$ cat src/rtl/uart_tx_sched.sv
// uart_tx_sched: frame scheduler for the UART transmit path.
// It accepts one word on each valid/ready handshake and sends it on the
// serial line as: a start bit, the data bits LSB first, an optional parity
// bit, then one or two stop bits. Every bit lasts baud_div clock cycles.
// The divisor and the frame options are latched at accept, so changes
// made mid-frame only take effect on the next frame.
//
// Ports:
//   clk, rst_n   clock and asynchronous active-low reset
//   baud_div     clock cycles per bit (0 is treated as 1)
//   parity_en    add a parity bit; parity_odd selects odd (1) or even (0)
//   stop2        two stop bits instead of one
//   tx_data      word to send; tx_valid / tx_ready form the handshake
//   tx           serial output (registered, idles high)
//   busy         a frame is in progress (registered)
module uart_tx_sched #(
  parameter int DIV_W  = 16,
  parameter int DATA_W = 8
) (
  input  logic              clk,
  input  logic              rst_n,
  input  logic [DIV_W-1:0]  baud_div,
  input  logic              parity_en,
  input  logic              parity_odd,
  input  logic              stop2,
  input  logic [DATA_W-1:0] tx_data,
  input  logic              tx_valid,
  output logic              tx_ready,
  output logic              tx,
  output logic              busy
);

  localparam int IDX_W = $clog2(DATA_W);

  typedef enum logic [2:0] {S_IDLE, S_START, S_DATA, S_PARITY, S_STOP} state_t;

  state_t              r_state, w_state_nxt;
  logic [DIV_W-1:0]    r_cnt, w_cnt_nxt;
  logic [DIV_W-1:0]    r_div, w_div_nxt;
  logic [DATA_W-1:0]   r_shift, w_shift_nxt;
  logic [IDX_W-1:0]    r_bit_idx, w_bit_idx_nxt;
  logic                r_stop_idx, w_stop_idx_nxt;
  logic                r_par, r_par_en, r_stop2;
  logic                r_tx, r_ready, r_busy;
  logic                w_tx_nxt, w_ready_nxt, w_busy_nxt;
  logic                w_accept, w_bit_end, w_last_stop, w_data_end;
  logic [DIV_W-1:0]    w_div_eff;

  assign w_accept    = tx_valid && r_ready;
  assign w_bit_end   = (r_state != S_IDLE) && (r_cnt == r_div - 1'b1);
  assign w_data_end  = w_bit_end && (r_state == S_DATA) &&
                       (r_bit_idx == IDX_W'(DATA_W - 1));
  // r_stop_idx counts stop bits already sent; the last one has index stop2.
  assign w_last_stop = w_bit_end && (r_state == S_STOP) && (r_stop_idx == r_stop2);
  assign w_div_eff   = (baud_div == '0) ? DIV_W'(1) : baud_div;

  // State register plus frame datapath registers
  always_ff @(posedge clk or negedge rst_n) begin
    if (!rst_n) begin
      r_state    <= S_IDLE;
      r_cnt      <= '0;
      r_div      <= DIV_W'(1);
      r_shift    <= '0;
      r_bit_idx  <= '0;
      r_stop_idx <= 1'b0;
      r_par      <= 1'b0;
      r_par_en   <= 1'b0;
      r_stop2    <= 1'b0;
      r_tx       <= 1'b1;
      r_ready    <= 1'b1;
      r_busy     <= 1'b0;
    end else begin
      r_state    <= w_state_nxt;
      r_cnt      <= w_cnt_nxt;
      r_div      <= w_div_nxt;
      r_shift    <= w_shift_nxt;
      r_bit_idx  <= w_bit_idx_nxt;
      r_stop_idx <= w_stop_idx_nxt;
      r_tx       <= w_tx_nxt;
      r_ready    <= w_ready_nxt;
      r_busy     <= w_busy_nxt;
      if (w_accept) begin
        r_par    <= (^tx_data) ^ parity_odd;
        r_par_en <= parity_en;
        r_stop2  <= stop2;
      end
    end
  end

  // Next-state logic
  always_comb begin
    w_state_nxt = r_state;
    case (r_state)
      S_IDLE:   if (w_accept) w_state_nxt = S_START;
      S_START:  if (w_bit_end) w_state_nxt = S_DATA;
      S_DATA:   if (w_data_end) w_state_nxt = r_par_en ? S_PARITY : S_STOP;
      S_PARITY: if (w_bit_end) w_state_nxt = S_STOP;
      S_STOP:   if (w_last_stop) w_state_nxt = w_accept ? S_START : S_IDLE;
      default:  w_state_nxt = S_IDLE;
    endcase
  end

  // Counter, shift register and bit indices for the next cycle
  always_comb begin
    w_cnt_nxt      = r_cnt + 1'b1;
    w_div_nxt      = r_div;
    w_shift_nxt    = r_shift;
    w_bit_idx_nxt  = r_bit_idx;
    w_stop_idx_nxt = r_stop_idx;
    if (w_accept || w_bit_end || r_state == S_IDLE) w_cnt_nxt = '0;
    if (w_accept) begin
      w_div_nxt      = w_div_eff;
      w_shift_nxt    = tx_data;
      w_bit_idx_nxt  = '0;
      w_stop_idx_nxt = 1'b0;
    end else if (w_bit_end && r_state == S_DATA) begin
      w_shift_nxt   = r_shift >> 1;
      w_bit_idx_nxt = w_data_end ? '0 : r_bit_idx + 1'b1;
    end else if (w_bit_end && r_state == S_STOP) begin
      w_stop_idx_nxt = !w_last_stop;
    end
  end

  // Registered outputs are computed from the next state so that tx falls
  // on the accept edge and tx_ready rises on the edge that opens the last
  // cycle of the final stop bit.
  always_comb begin
    w_tx_nxt    = 1'b1;
    w_busy_nxt  = (w_state_nxt != S_IDLE);
    w_ready_nxt = 1'b0;
    case (w_state_nxt)
      S_START:  w_tx_nxt = 1'b0;
      S_DATA:   w_tx_nxt = w_shift_nxt[0];
      S_PARITY: w_tx_nxt = r_par;
      default:  w_tx_nxt = 1'b1;
    endcase
    if (w_state_nxt == S_IDLE)
      w_ready_nxt = 1'b1;
    else if (w_state_nxt == S_STOP && w_stop_idx_nxt == r_stop2 &&
             w_cnt_nxt == r_div - 1'b1)
      w_ready_nxt = 1'b1;
  end

  assign tx       = r_tx;
  assign tx_ready = r_ready;
  assign busy     = r_busy;

endmodule

$ cat config.mk
export PLATFORM = sky130hd
export DESIGN_NAME = uart_tx_sched
export DESIGN_NICKNAME = d
export VERILOG_FILES = /design/src/rtl/uart_tx_sched.sv
export SDC_FILE = /design/constraint.sdc
export NUM_CORES = 1
export LEC_CHECK = 0
export ABC_CLOCK_PERIOD_IN_PS = 4000
export CAP_MARGIN = 0
export CORE_ASPECT_RATIO = 1.75
export CORE_MARGIN = 2
export CORE_UTILIZATION = 49
export DETAILED_ROUTE_END_ITERATION = 16
export GPL_ROUTABILITY_DRIVEN = 0
export HOLD_SLACK_MARGIN = 0.08
export PLACE_DENSITY = 0.81
export SLEW_MARGIN = 20
export SYNTH_ARGS = -nofsm -noshare
export SYNTH_HDL_FRONTEND = slang
export SYNTH_SLANG_ARGS = --single-unit
$ cat constraint.sdc
create_clock -name clk -period 4 [get_ports clk]
set_input_delay 0.6 -clock clk [delete_from_list [all_inputs] [get_ports clk]]
set_output_delay 0.6 -clock clk [all_outputs]
set_load 0.005 [all_outputs]
==> impl_metrics.py, run 1 <==
metrics = {
    "die": {
        "rows": 41,
        "core_area_um2": 7233,
        "ios": 33,
        "die-area_um2": 8182,
        "die_h_um": 118.2,
        "start_util_pct": 50.46,
        "die_w_um": 69.24,
    },
    "timing": {
        "slew_violations": 0,
        "period_needed_ns": 3.789,
        "finalWorstSetupSlack_ns": 0.2110,
        "setup_tns_ns": 0,
        "relSlewSlack_pct": 34.58,
        "finalSetupViolCount": 0,
        "max_freq_mhz": 263.9,
        "hold_ws_ns": 0.2548,
        "fin_crit_sh_pct": 94.72,
        "tightestPinTransition_ns": 0.9730,
        "skew_ns": 0.007156,
        "hold_viol": 0,
    },
    "run": {
        "cap_violations": 0,
    },
    "power": {
        "seq_power_share_pct": 33.8,
        "combPwrFrac_pct": 47.6,
        "pwr-share-clk_pct": 18.6,
        "p_per_area_nw_per_um2": 650.4,
        "ir_worst_vdd_v": 0.0003979,
        "p_switching_mw": 1.152,
        "leakagePower_nw": 1.780,
        "intPower_mw": 1.591,
        "p_sw_share_pct": 41.99,
    },
    "placed_design": {
        "place_inst": 520,
        "io_buffers": 32,
        "placed_area_um2": 4033,
        "dp_hpwl_um": 7180,
        "post-place-ws_ns": 0.04625,
    },
    "global_route": {
        "antenna_found_initial": 0,
        "grt_pass1_wl_um": 15930,
        "grt_pass1_vias": 3374,
        "gr-usage-all-layers_pct": 24.34,
        "grt_start_max_net_pins": 42,
        "gr-total-overflow": 0,
    },
    "worst_setup_path": {
        "worstPathMaxFanout": 7,
        "cp_cell_sequence": "inv_1 > ha_2 > or4b_4 > or4_1 > xnor2_1 > a2111oi_2 > and4_4 > buf_4 > nor3_1 > o32ai_1 > o2111ai_1 > o31ai_1",
        "worst_path_max_delay_cell": "or4_1",
        "worstSetupEndpointType": "register",
        "required_ns": 4.22,
        "crit_family": "simple AND/OR/NAND/NOR gates",
        "worst-path-buf-inv": 2,
        "cp-start-kind": "register",
        "critPathArrivalTime_ns": 4.01,
        "r2r-start": "r_div[0]",
        "path_class": "reg -> reg",
        "critical_path.startpoint": "r_div[0]",
        "cp_slowest_stage_delay_ns": 0.59,
        "r2r_setup_slack_ns": 0.21,
    },
    "synthesis": {
        "synth_most_common_cell": "nand2_1",
        "synth_edf_count": 0,
        "synthCells": 411,
        "synth_area_um2": 3650,
        "ys_warn_count": 0,
        "synthArstFlopShare_pct": 100.0,
        "yosys.area.top_type": "dfrtp_1",
        "ys_ff_latch": 53,
        "avgSynthCellArea_um2": 8.880,
        "yosysSeqAreaShare_pct": 36.44,
        "synth_flop_cell": "dfrtp_1",
        "synth_common_cells": "nand2_1, dfrtp_1, nor2_1",
        "mappedNetlistNets": 445,
        "synth.area.top_cells": "dfrtp_1, xnor2_1, nand2_1, xor2_1, mux2i_1",
        "synth.top_cell.area_share_pct": 34.28,
        "synth_cell_types": 59,
    },
    "clocking": {
        "cts-buffers-inserted": 5,
        "root_buffer": "clkbuf_16",
        "postCtsSetupBuffers": 0,
        "clkLatencyLatePin_ns": 0.30,
        "cts_tree": "done",
        "htree_levels": 2,
        "clk_pin_slew_ns": 0.07,
        "max-clock-path-buffers": 2,
        "cts.sinks": 53,
    },
    "finish": {
        "num_antenna_cells": 0,
        "fin_area_um2": 4218,
        "areaGrowthSynthToFinish_pct": 15.56,
        "instances_no_fill": 528,
        "drive_gt1_share_pct": 8.145,
        "layout.nets": 475,
    },
    "detailed_routing": {
        "detail_route.wl_per_cell_um": 17.80,
        "drc": 0,
        "first_pass_iters": 4,
        "viasPerCell": 6.085,
        "routed_wl_um": 9396,
        "drtIter0Drc": 210,
        "antenna_left": 0,
        "vias": 3213,
    },
    "worst_hold_path": {
        "hold_path.class": "in -> async",
    },
    "status": {
        "outcome": "finished, final reports clean",
    },
}
==> logic make-up (layout without fill, tap and decap cells) <==
group,after synthesis,count (layout),synth area share (%)
adders and majority gates,4,4,1.371
DFF,53,53,36.44
buffers and inverters,34,65,4.902
xor gates and xnor gates,55,55,14.36
muxes,14,14,3.839
and+or+nand+nor,184,184,25.99
AOI/OAI and AO/OA,67,67,13.10
==> state kept, by name, indices dropped and copies added (netlist names) <==
name / count
r_cnt: 16
r_div: 16
r_shift: 8
r_bit_idx: 3
r_state: 3
busy: 1
r_par: 1
r_par_en: 1
r_stop2: 1
r_stop_idx: 1
tx: 1
tx_ready: 1
==> power groups by stage <==
stage	clock network, mW	logic, mW	registers, mW
4_1_cts	0.512	1.28	0.924
6_report	0.510	1.31	0.926
2_1_floorplan	0	1.00	0.834
3_5_place_dp	0	1.27	0.931
3_3_place_gp	0	1.23	0.918
5_1_grt	0.533	1.45	0.954
==> cell type report <==
cell class                 count  area, um2
sequential                    53       1330
clock inverter                 1      30.03
multi-input combinational    324       2153
inverter                      13      48.80
timing repair buffer          44      405.4
tap                           86      107.6
clock buffer                   7      142.6
fill                         624       3015
==> metal layers <==
layer | global-route usage, % | up-vias | wire length, um
met4 | 19.73 | 0 | 748
met3 | 3.410 | 47 | 252
met5 | 0 | - | 0
met1 | 24.58 | 1562 | 3333
met2 | 43.33 | 96 | 5060
li1 | - | 1508 | -
==> placed cells by master, fill, tap and decap left out, types with 5 or more instances in the layout <==
master / n
a21oi_1: 7
or3_1: 6
nor2b_1: 7
dfrtp_1: 50
nor4_1: 9
xnor2_1: 30
nand4_1: 9
nand2_1: 64
nand3_1: 8
nor3_1: 9
nor2_1: 34
clkbuf_16: 5
mux2i_1: 14
xor2_1: 22
o21ai_0: 22
buf_4: 12
clkdlybuf4s50_1: 31
inv_1: 13
nand2b_1: 9
==> path summary, 6_finish.rpt <==
| check | endpoint | depth (start not counted) |
|---|---|---|
| setup / recovery | tx_ready | 12 |
| hold / removal | r_stop_idx | 1 |
| setup reg to reg | tx_ready | 12 |
| hold reg to reg | tx | 2 |
| max in group asynchronous | tx | 2 |
| min in group clk | tx | 2 |
==> worst reg2reg max path, stage by stage (launching register included) <==
cell and delay [ns]:
dfstp_2 0.41, inv_1 0.11, ha_2 0.24, or4b_4 0.51
or4_1 0.60, xnor2_1 0.20, a2111oi_2 0.37, and4_4 0.33
buf_4 0.15, nor3_1 0.05, o32ai_1 0.31, o2111ai_1 0.17
o31ai_1 0.26
==> stage by stage <==
stage	util (%)	power [mW]
2_1_floorplan	-	1.835
3_3_place_gp	55.75	2.146
3_5_place_dp	55.75	2.197
4_1_cts	58.14	2.714
5_1_grt	58.31	2.932
6_report	58.31	2.743
==> timing repair <==
| item | 4_1_cts | 5_1_grt |
|---|---|---|
| hold buffers | 0 | 0 |
| resized for setup | 0 | 6 |
| endpoints found under the setup margin | 0 | 14 |
No activity file was read; power rests on OpenSTA's default activity.
==> run 2: changes to the inputs <==
==> constraint.sdc (replaced) <==
create_clock -name clk -period 4 [get_ports clk]
set_input_delay 0.4 -clock clk [delete_from_list [all_inputs] [get_ports clk]]
set_output_delay 0.4 -clock clk [all_outputs]
set_load 0.005 [all_outputs]
==> impl_metrics.py, run 2 (same netlist as run 1, synthesis figures left out) <==
metrics = {
    "worst_setup_path": {
        "worstSetupPathDepth": 12,
        "worstSetupEndpointType": "register",
        "worst-path-buf-inv": 2,
        "cp_slowest_stage_delay_ns": 0.58,
        "rr_worst_depth": 12,
        "worst_path_max_delay_cell": "or4_1",
        "r2r-end": "tx_ready",
        "worstPathMaxFanout": 7,
        "r2r_setup_slack_ns": 0.18,
        "path_class": "reg -> reg",
        "required_ns": 4.20,
        "cp_cell_sequence": "inv_1 > ha_2 > or4b_4 > or4_1 > xnor2_1 > a2111oi_2 > and4_4 > buf_4 > a211oi_1 > o32ai_1 > nand4_1 > o31ai_1",
        "critical_path.startpoint": "r_div[0]",
        "cp-start-kind": "register",
        "crit_family": "simple AND/OR/NAND/NOR gates",
        "critPathArrivalTime_ns": 4.02,
        "r2r-start": "r_div[0]",
        "cp-endpoint": "tx_ready",
    },
    "global_route": {
        "busiest_layer": "met2",
        "antenna_found_initial": 0,
        "grt_start_max_net_pins": 54,
        "gr-usage-all-layers_pct": 23.43,
        "gr-usage-met3_pct": 2.302,
        "gr-total-overflow": 0,
        "grtUsageMet2_pct": 44.47,
        "grt_pass1_wl_um": 15160,
        "grt_pass1_vias": 3292,
        "met1_usage_pct": 22.93,
    },
    "finish": {
        "layout.nets": 474,
        "num_antenna_cells": 0,
        "fin_area_um2": 4178,
        "drive_gt1_share_pct": 7.710,
        "instances_no_fill": 527,
        "areaGrowthSynthToFinish_pct": 14.47,
        "fill_cells": 614,
        "final_common_cell": "nand2_1",
        "top_regs": "r_cnt x16, r_div x16, r_shift x8",
        "final_cell_mix": "nand2_1, dfrtp_1, nor2_1",
    },
    "clocking": {
        "cts-buffers-inserted": 5,
        "ctsHoldBuffers": 0,
        "htree_levels": 2,
        "cts_tree": "done",
        "clkLatencyLatePin_ns": 0.30,
        "max-clock-path-buffers": 2,
        "root_buffer": "clkbuf_16",
        "clk_pin_slew_ns": 0.07,
        "cts.sinks": 53,
    },
    "timing": {
        "max_freq_mhz": 261.9,
        "setup_tns_ns": 0,
        "skew_ns": 0.01011,
        "tightestPinTransition_ns": 0.9696,
        "hold_viol": 0,
        "finalSetupViolCount": 0,
        "relSlewSlack_pct": 34.80,
        "rsz0062_at_grt": "no",
        "slew_violations": 0,
        "period_needed_ns": 3.818,
        "fin_crit_sh_pct": 95.45,
    },
    "status": {
        "outcome": "finished, final reports clean",
    },
    "detailed_routing": {
        "antenna_left": 0,
        "routed_wl_um": 9108,
        "drc": 0,
        "drtIter0Drc": 261,
        "detail_route.wl_per_cell_um": 17.28,
        "vias": 3140,
        "viasPerCell": 5.958,
        "first_pass_iters": 4,
    },
    "power": {
        "p_per_area_nw_per_um2": 627.7,
        "ir_worst_vdd_v": 0.0004900,
        "leakagePower_nw": 1.754,
    },
    "worst_hold_path": {
        "hold_path.class": "in -> async",
    },
    "die": {
        "rows": 41,
        "core_area_um2": 7233,
        "die_w_um": 69.24,
        "die-area_um2": 8182,
        "die_h_um": 118.2,
        "start_util_pct": 50.46,
        "ios": 33,
    },
    "placed_design": {
        "dp_hpwl_um": 6979,
        "placed_area_um2": 4025,
        "io_buffers": 32,
        "place_inst": 519,
    },
    "run": {
        "cap_violations": 0,
    },
}
==> run 2: cell type report <==
| class | count | area [um2] | area share (%) |
|---|---|---|---|
| Multi-Input combinational cell | 324 | 2153 | 51.54 |
| Sequential cell | 53 | 1330 | 31.84 |
| Timing Repair Buffer | 43 | 397.9 | 9.524 |
| Clock buffer | 7 | 132.6 | 3.175 |
| Tap cell | 86 | 107.6 | 2.576 |
| Inverter | 13 | 48.80 | 1.168 |
| Clock inverter | 1 | 7.507 | 0.1797 |
==> run 2: timing repair <==
action	CTS	global route
endpoints found under the setup margin	0	11
hold endpoints to repair	0	0
gates resized for setup	0	5
setup buffers	0	0
==> run 2: per-stage QoR <==
step                worst slack, ns  hold slack, ns  power [mW]  util [%]
floorplan                    0.4531          0.1044       1.835         -
global placement             0.2431          0.5092       2.123     55.65
detailed placement           0.1251          0.5311       2.170     55.65
CTS                          0.1154          0.2393       2.603     57.59
global route               0.003808          0.2778       2.802     57.76
finish                       0.1822          0.2116       2.623     57.76
==> run 2: worst min path at each step <==
stage | startpoint | end | slack, ns | depth (start not counted)
4_1_cts | rst_n | r_cnt[13] | 0.24 | 2
6_report | rst_n | r_cnt[13] | 0.21 | 2
3_5_place_dp | r_par | tx | 0.53 | 2
3_3_place_gp | r_bit_idx[1] | r_bit_idx[1] | 0.51 | 2
2_1_floorplan | rst_n | busy | 0.10 | 0
5_1_grt | rst_n | r_cnt[13] | 0.28 | 2
==> run 2: report_power, final <==
group | internal, mW | leakage [nW] | switching [mW]
clock | 0.233 | 0.0641 | 0.192
sequential | 0.710 | 0.676 | 0.229
combinational | 0.561 | 1.01 | 0.698
total | 1.50 | 1.75 | 1.12
==> run 2: worst register-to-register path, cell delays in order (launching register included) <==
cell and delay, ns:
dfstp_2 0.41, inv_1 0.12, ha_2 0.24, or4b_4 0.51, or4_1 0.58, xnor2_1 0.18, a2111oi_2 0.33, and4_4 0.29
buf_4 0.15, a211oi_1 0.06, o32ai_1 0.40, nand4_1 0.18, o31ai_1 0.27
==> run 2: layer usage <==
layer  up-vias  part of all wire (%)  wire length [um]
met4         0                   7.1               643
met2        93                    55              4976
li1       1504                     -                 -
met5         -                     0                 0
met3        41                   2.8               253
met1      1502                    36              3234
